File: src/rtl/sync_fifo_param.sv
// Single-clock parametrised FIFO with occupancy count, almost-full/almost-empty thresholds,
// overflow/underflow pulses, and a selectable standard or first-word-fall-through read port.
module sync_fifo_param #(
  parameter int DATA_W    = 4,
  parameter int DEPTH     = 8,
  parameter int AF_THRESH = 6,
  parameter int AE_THRESH = 2,
  parameter int FWFT      = 0
) (
  input  logic                      clk,
  input  logic                      reset,
  input  logic                      Wr_en,
  input  logic [DATA_W-1:0]         Data_in,
  input  logic                      Rd_en,
  output logic [DATA_W-1:0]         Data_out,
  output logic                      Full,
  output logic                      Empty,
  output logic                      Almost_full,
  output logic                      Almost_empty,
  output logic [$clog2(DEPTH):0]    Count,
  output logic                      Overflow,
  output logic                      Underflow
);

  localparam int AW = $clog2(DEPTH);
  localparam int CW = AW + 1;
  localparam logic [CW-1:0] FULL_C = CW'(DEPTH);
  localparam logic [CW-1:0] AF_C   = CW'(AF_THRESH);
  localparam logic [CW-1:0] AE_C   = CW'(AE_THRESH);

  logic [DATA_W-1:0] mem [DEPTH];
  logic [AW-1:0]     wr_ptr_reg;
  logic [AW-1:0]     rd_ptr_reg;
  logic [CW-1:0]     count_reg;
  logic              overflow_reg;
  logic              underflow_reg;
  logic              wr_acc;
  logic              rd_acc;

  // Acceptance looks only at the registered flags, so a read never frees a slot
  // for a write in the same cycle when full.
  assign wr_acc = Wr_en & ~Full;
  assign rd_acc = Rd_en & ~Empty;

  always_ff @(posedge clk) begin
    if (reset) begin
      wr_ptr_reg    <= '0;
      rd_ptr_reg    <= '0;
      count_reg     <= '0;
      overflow_reg  <= 1'b0;
      underflow_reg <= 1'b0;
    end else begin
      if (wr_acc) wr_ptr_reg <= wr_ptr_reg + AW'(1);
      if (rd_acc) rd_ptr_reg <= rd_ptr_reg + AW'(1);
      count_reg     <= count_reg + CW'(wr_acc) - CW'(rd_acc);
      overflow_reg  <= Wr_en & Full;
      underflow_reg <= Rd_en & Empty;
    end
  end

  // Storage is never cleared; the pointers alone define which words are live.
  always_ff @(posedge clk) begin
    if (wr_acc && !reset) mem[wr_ptr_reg] <= Data_in;
  end

  generate
    if (FWFT != 0) begin : g_fwft
      assign Data_out = mem[rd_ptr_reg];
    end else begin : g_std
      logic [DATA_W-1:0] data_out_reg;
      always_ff @(posedge clk) begin
        if (reset)       data_out_reg <= '0;
        else if (rd_acc) data_out_reg <= mem[rd_ptr_reg];
      end
      assign Data_out = data_out_reg;
    end
  endgenerate

  assign Count        = count_reg;
  assign Full         = (count_reg == FULL_C);
  assign Empty        = (count_reg == '0);
  assign Almost_full  = (count_reg >= AF_C);
  assign Almost_empty = (count_reg <= AE_C);
  assign Overflow     = overflow_reg;
  assign Underflow    = underflow_reg;

endmodule

File: config.mk
export PLATFORM = sky130hd
export DESIGN_NAME = sync_fifo_param
export DESIGN_NICKNAME = d
export VERILOG_FILES = /design/src/rtl/sync_fifo_param.sv
export SDC_FILE = /design/constraint.sdc
export NUM_CORES = 1
export LEC_CHECK = 0
export ABC_AREA = 1
export BUFFER_PORTS_ARGS = -buffer_cell sky130_fd_sc_hd__buf_2
export CAP_MARGIN = 20
export CORE_ASPECT_RATIO = 1.75
export CORE_MARGIN = 2
export CORE_UTILIZATION = 65
export CTS_BUF_LIST = sky130_fd_sc_hd__clkbuf_8
export CTS_CLUSTER_SIZE = 24
export DETAILED_ROUTE_END_ITERATION = 8
export PLACE_DENSITY_LB_ADDON = 0.1
export RECOVER_POWER = 100
export SLEW_MARGIN = 5
export SYNTH_ARGS = -nofsm -noshare
export SYNTH_HDL_FRONTEND = slang
export SYNTH_SLANG_ARGS = --single-unit
File: constraint.sdc
create_clock -name clk -period 3.9 [get_ports clk]
set_input_delay 0.975 -clock clk [delete_from_list [all_inputs] [get_ports clk]]
set_output_delay 0.975 -clock clk [all_outputs]
set_load 0.01 [all_outputs]
Word level (Yosys, flattened, before mapping)
Memories as Yosys holds them, arrays and structs flattened. A register that Yosys moved wholly into a read port is not among the register bits.
Index checks and enable logic that the tools add are counted.
{"block": "op_classes", "addsub": 4, "order_cmp": 2, "n_eq_ne": 1, "mux": 2, "n_bitwise": 6, "n_reduce_logical": 3}
{"cell": "3-bit by 1-bit adder with 3-bit output (second input constant)", "n": 2}
{"cell": "4-bit by 1-bit adder with 4-bit output", "n": 1}
{"cell": "1-bit AND", "n": 4}
{"cell": "4-bit equality test (second input constant)", "n": 1}
{"cell": "4-bit by 3-bit >= comparator with 1-bit output (second input constant)", "n": 1}
{"cell": "4-bit by 2-bit less-or-equal comparator with 1-bit output (second input constant)", "n": 1}
{"cell": "4-bit logical NOT", "n": 1}
{"cell": "4-bit by 1-bit subtractor with 4-bit output", "n": 1}
{"cell": "1-bit 2-to-1 mux", "n": 2}
{"cell": "1-bit NOT", "n": 2}
{"cell": "1-bit logical AND", "n": 1}
{"cell": "1-bit logical NOT", "n": 1}
{"block": "totals", "regBits": 12, "mem_bits_rw": 32, "in_bits": 8, "out_inout_bits": 14, "word_cells": 24, "memories": 1}
{"name": "mem", "words": 8, "width": 4, "read_ports": 1, "rd_clocked_by_memory_dff": 1, "wr": 1, "line": "31", "text": "logic [DATA_W-1:0] mem [DEPTH];"}

Logic depth before layout (Yosys ltp)
{"block": "depth", "word_depth": 6, "mapped_depth": 13, "depth_no_buf": 13}

Worst setup path after synthesis
OpenSTA, ideal clock, no wires.
{"block": "synth_timing", "path_kind": "in2reg", "start": "input port Rd_en", "end": "register count_reg[2] (netlist: Count[2])", "setup_time_ps": 116, "t_arrival_ps": 2199, "t_required_ps": 3784, "slack_ps": 1585, "stages": 8, "path_cell_list": "nand2_2 -> inv_2 -> ha_1 -> inv_1 -> ha_1 -> fa_1 -> xnor2_1 -> nor2_1"}
{"block": "synth_via", "elab_chain_cells": 2}
{"element": "start: declaration", "line": "14", "text": "input logic Rd_en,"}
{"element": "1-bit AND", "line": "43", "text": "assign rd_acc = Rd_en & ~Empty;"}
{"element": "via rd_acc", "line": "38", "text": "logic rd_acc;"}
{"element": "4-bit by 1-bit subtractor with 4-bit output", "line": "55", "text": "count_reg <= count_reg + CW'(wr_acc) - CW'(rd_acc);"}
{"element": "end signal: assignment", "line": "55"}
{"element": "end: declaration", "line": "34", "text": "logic [CW-1:0] count_reg;"}
The timed path passes the listed nets, and every way through them passes these cells.
A chain may end at the register's enable or synchronous reset.

Worst setup path after layout
{"block": "layout_timing", "start": "register count_reg[3] (netlist: Count[3])", "end": "register count_reg[2] (netlist: Count[2])"}
{"block": "layout_via", "elab_cells_between_ends": 8, "classes_between": "2 x add/sub; 1 x eq/ne; 4 x bitwise; 1 x reduce/logical"}
{"element": "4-bit logical NOT", "line": "81", "text": "assign Empty = (count_reg == '0);"}
{"element": "1-bit NOT", "line": "43"}
{"element": "1-bit AND", "line": "43"}
{"element": "via rd_acc", "line": "38"}
{"element": "4-bit by 1-bit subtractor with 4-bit output", "line": "55"}
The timed path passes the listed nets, and every way through them passes these cells.

==> key figures <==
Setup path
  – Critical path class: register to register
  – CP Capture Type: register
  – Crit-path max FO: 10
  – Crit start category: register
  – Crit path DAT: 2.67 ns
  – CP Data Required Time: 4.08 ns

GRT
  – GRT overflow: 0
  – GRT Util Overall: 24.2%
  – Largest net degree at the start of global routing: 19
  – Initial antenna violation count: 0
  – Vias in the first global route: 1,499
  – First-pass GRT wire length: 6330 µm

Route
  – Initial DRT Pass Iterations: 4
  – Via count: 1,544
  – Initial DRC count: 37
  – WL/cell: 13.8 µm
  – Drt total wl: 4150 µm
  – DR DRC count: 0
  – Routed vias/inst: 5.15
  – Post-route antenna net violation count: 0

STA
  – Final worst-path cycle share: 64.0%
  – Slew margin rel.: 46.9%
  – RSZ-0062 raised after global routing: no
  – Crit path time final: 2.49 ns
  – Worst hold margin: 0.482 ns
  – Fin. Hold Viols: 0
  – Pins Over Slew Limit: 0
  – Max Clock Skew: 0.00689 ns
  – Max Clk Rate: 401 MHz
  – Final-report setup violation count: 0
  – Total negative slack: 0 ns
  – Tightest Pin Transition: 0.792 ns

Clock network
  – H-tree levels: 2
  – Clk_lat worst skew: 0.30 ns
  – CTS sink cnt: 48
  – Num CTS Buffers: 5
  – Post-CTS sizing: 0
  – CTS tree: yes
  – Post-CTS setup buffer count: 0
  – Hold bufs inserted after CTS: 0
  – Max Root-Sink Buffers: 2
  – Clock-pin slew on the worst setup and hold paths: 0.08 ns
  – Root Buffer Master: clkbuf_8

Placed design
  – Routability congestion estimate: 0.821
  – Area after DPL: 2330 µm²
  – Final HPWL DP: 3110 µm
  – Port bufs: 21

Finish
  – Area occupied by multi-input gates: 697 µm²
  – Fillers: 281
  – Final nets: 273
  – Share of cells above drive strength 1: 7.06%
  – Fin area: 2370 µm²
  – Final core occ: 71.2%
  – Ant diodes: 0
  – FF/Latch Area: 1280 µm²
  – Biggest register: mem
  – Largest register FFs: 32
  – Area grow syn2layout: 7.01%

Floorplan
  – Die Wd: 48.1 µm
  – Die height: 81.2 µm
  – Io pins: 22
  – Core area: 3330 µm²
  – Die area: 3910 µm²
  – Initial Utilization: 66.5%
  – Num rows: 28

Synth
  – Number of synthesized register bits: 48
  – Post-synthesis cell count: 231
  – Syn_nets: 250
  – Most frequent cell after synthesis: nand2_1
  – Post-synth top cells: 47 x nand2_1, 42 x inv_1, 32 x edfxtp_1, 25 x nand3_1
  – Yosys top cell area share: 43.4%
  – Ys flop type: edfxtp_1
  – Mapped Area: 2210 µm²
  – Post-synth ARST share: 0%
  – Number of flops mapped to enable cells by yosys: 32
  – Yosys warns: 0
  – Synth area leader: edfxtp_1
  – Mean post-synth cell area: 9.58 µm²
  – Synth area leaders: edfxtp_1 43%, dfxtp_1 14%, nand2_1 8.0%, inv_1 7.1%, ha_1 5.7%
  – Distinct cells, synth: 25
  – Sequential share of the synthesized area: 57.9%

Power
  – Leakage: 0.00103 µW
  – Worst VDD drop: 0.423 mV
  – Power density cells: 580 nW/µm²

Job
  – Max Cap Viol: 0

Hold path
  – Tightest Hold Check Type: register to register

Status
  – Outcome: complete, no violations
[routing by layer]
layer	GRT usage, %	part of all wire, %	vias to the layer above
met5	0	0	-
met4	19.2	4.4	0
met3	5.56	4.2	16
met2	38.8	55	47
met1	25.3	36	702
li1	-	-	779
[path summary, 6_finish.rpt]
path / cells after the start / end / startpoint / slack [ns]
max: 11 / Count[2] / Count[3] / 1.41
min: 2 / Data_out[2] / Data_out[2] / 0.48
max reg2reg: 11 / Count[2] / Count[3] / 1.41
min reg2reg: 2 / Data_out[2] / Data_out[2] / 0.48
[area by class of cell]
cell class                 count  area share [%]
sequential                    48            54.1
multi-input combinational    133            29.4
inverter                      45            7.18
timing repair buffer          21            3.54
clock buffer                   5            2.91
tap                           45            2.38
clock inverter                 3           0.475
[where the power goes]
part	leakage, µW	internal [µW]	switching [µW]
combinational	0.000561	160	288
sequential	0.000421	599	61.0
clock	0.0000482	120	146
total	0.00103	879	495
[through the flow]
| stage | std cells | total power, µW | setup slack, ns |
|---|---|---|---|
| 2_1_floorplan | 231 | 1020 | 1.58 |
| 3_3_place_gp | 292 | 1140 | 1.38 |
| 3_5_place_dp | 292 | 1150 | 1.32 |
| 4_1_cts | 300 | 1410 | 1.55 |
| 5_1_grt | 300 | 1470 | 1.18 |
| 6_report | 300 | 1370 | 1.41 |
[layout by cell type (no fill, tap or decap)]
master / instances
nand2_1: 49
inv_1: 45
edfxtp_1: 32
nand3_1: 27
clkbuf_1: 17
dfxtp_1: 16
nor2_1: 16
a21oi_1: 10
ha_1: 10
nand2_2: 8
o21ai_0: 6
clkbuf_8: 5
buf_2: 4
clkinv_1: 2
a32o_1: 1
clkinvlp_2: 1
xnor2_1: 1
nor3_1: 1
o21ai_1: 1
nor3b_1: 1
and3_1: 1
fa_1: 1
[worst max-delay path, stage by stage, from the launching register on]
cell and delay, ns:
dfxtp_1 0.33, inv_1 0.13, ha_1 0.19, nand3_1 0.12, nand2_1 0.27, inv_1 0.18, ha_1 0.31, inv_1 0.04
ha_1 0.20, fa_1 0.39, xnor2_1 0.16, nor2_1 0.05
[cell families after synthesis]
group | after synthesis | synth area share, %
compound gates | 18 | 4.30
buf+inv | 50 | 9.95
xor+xnor | 1 | 0.396
simple gates | 103 | 20.9
fa+ha+maj | 11 | 6.56
flops | 48 | 57.9
No activity file was read; power rests on OpenSTA's default activity.
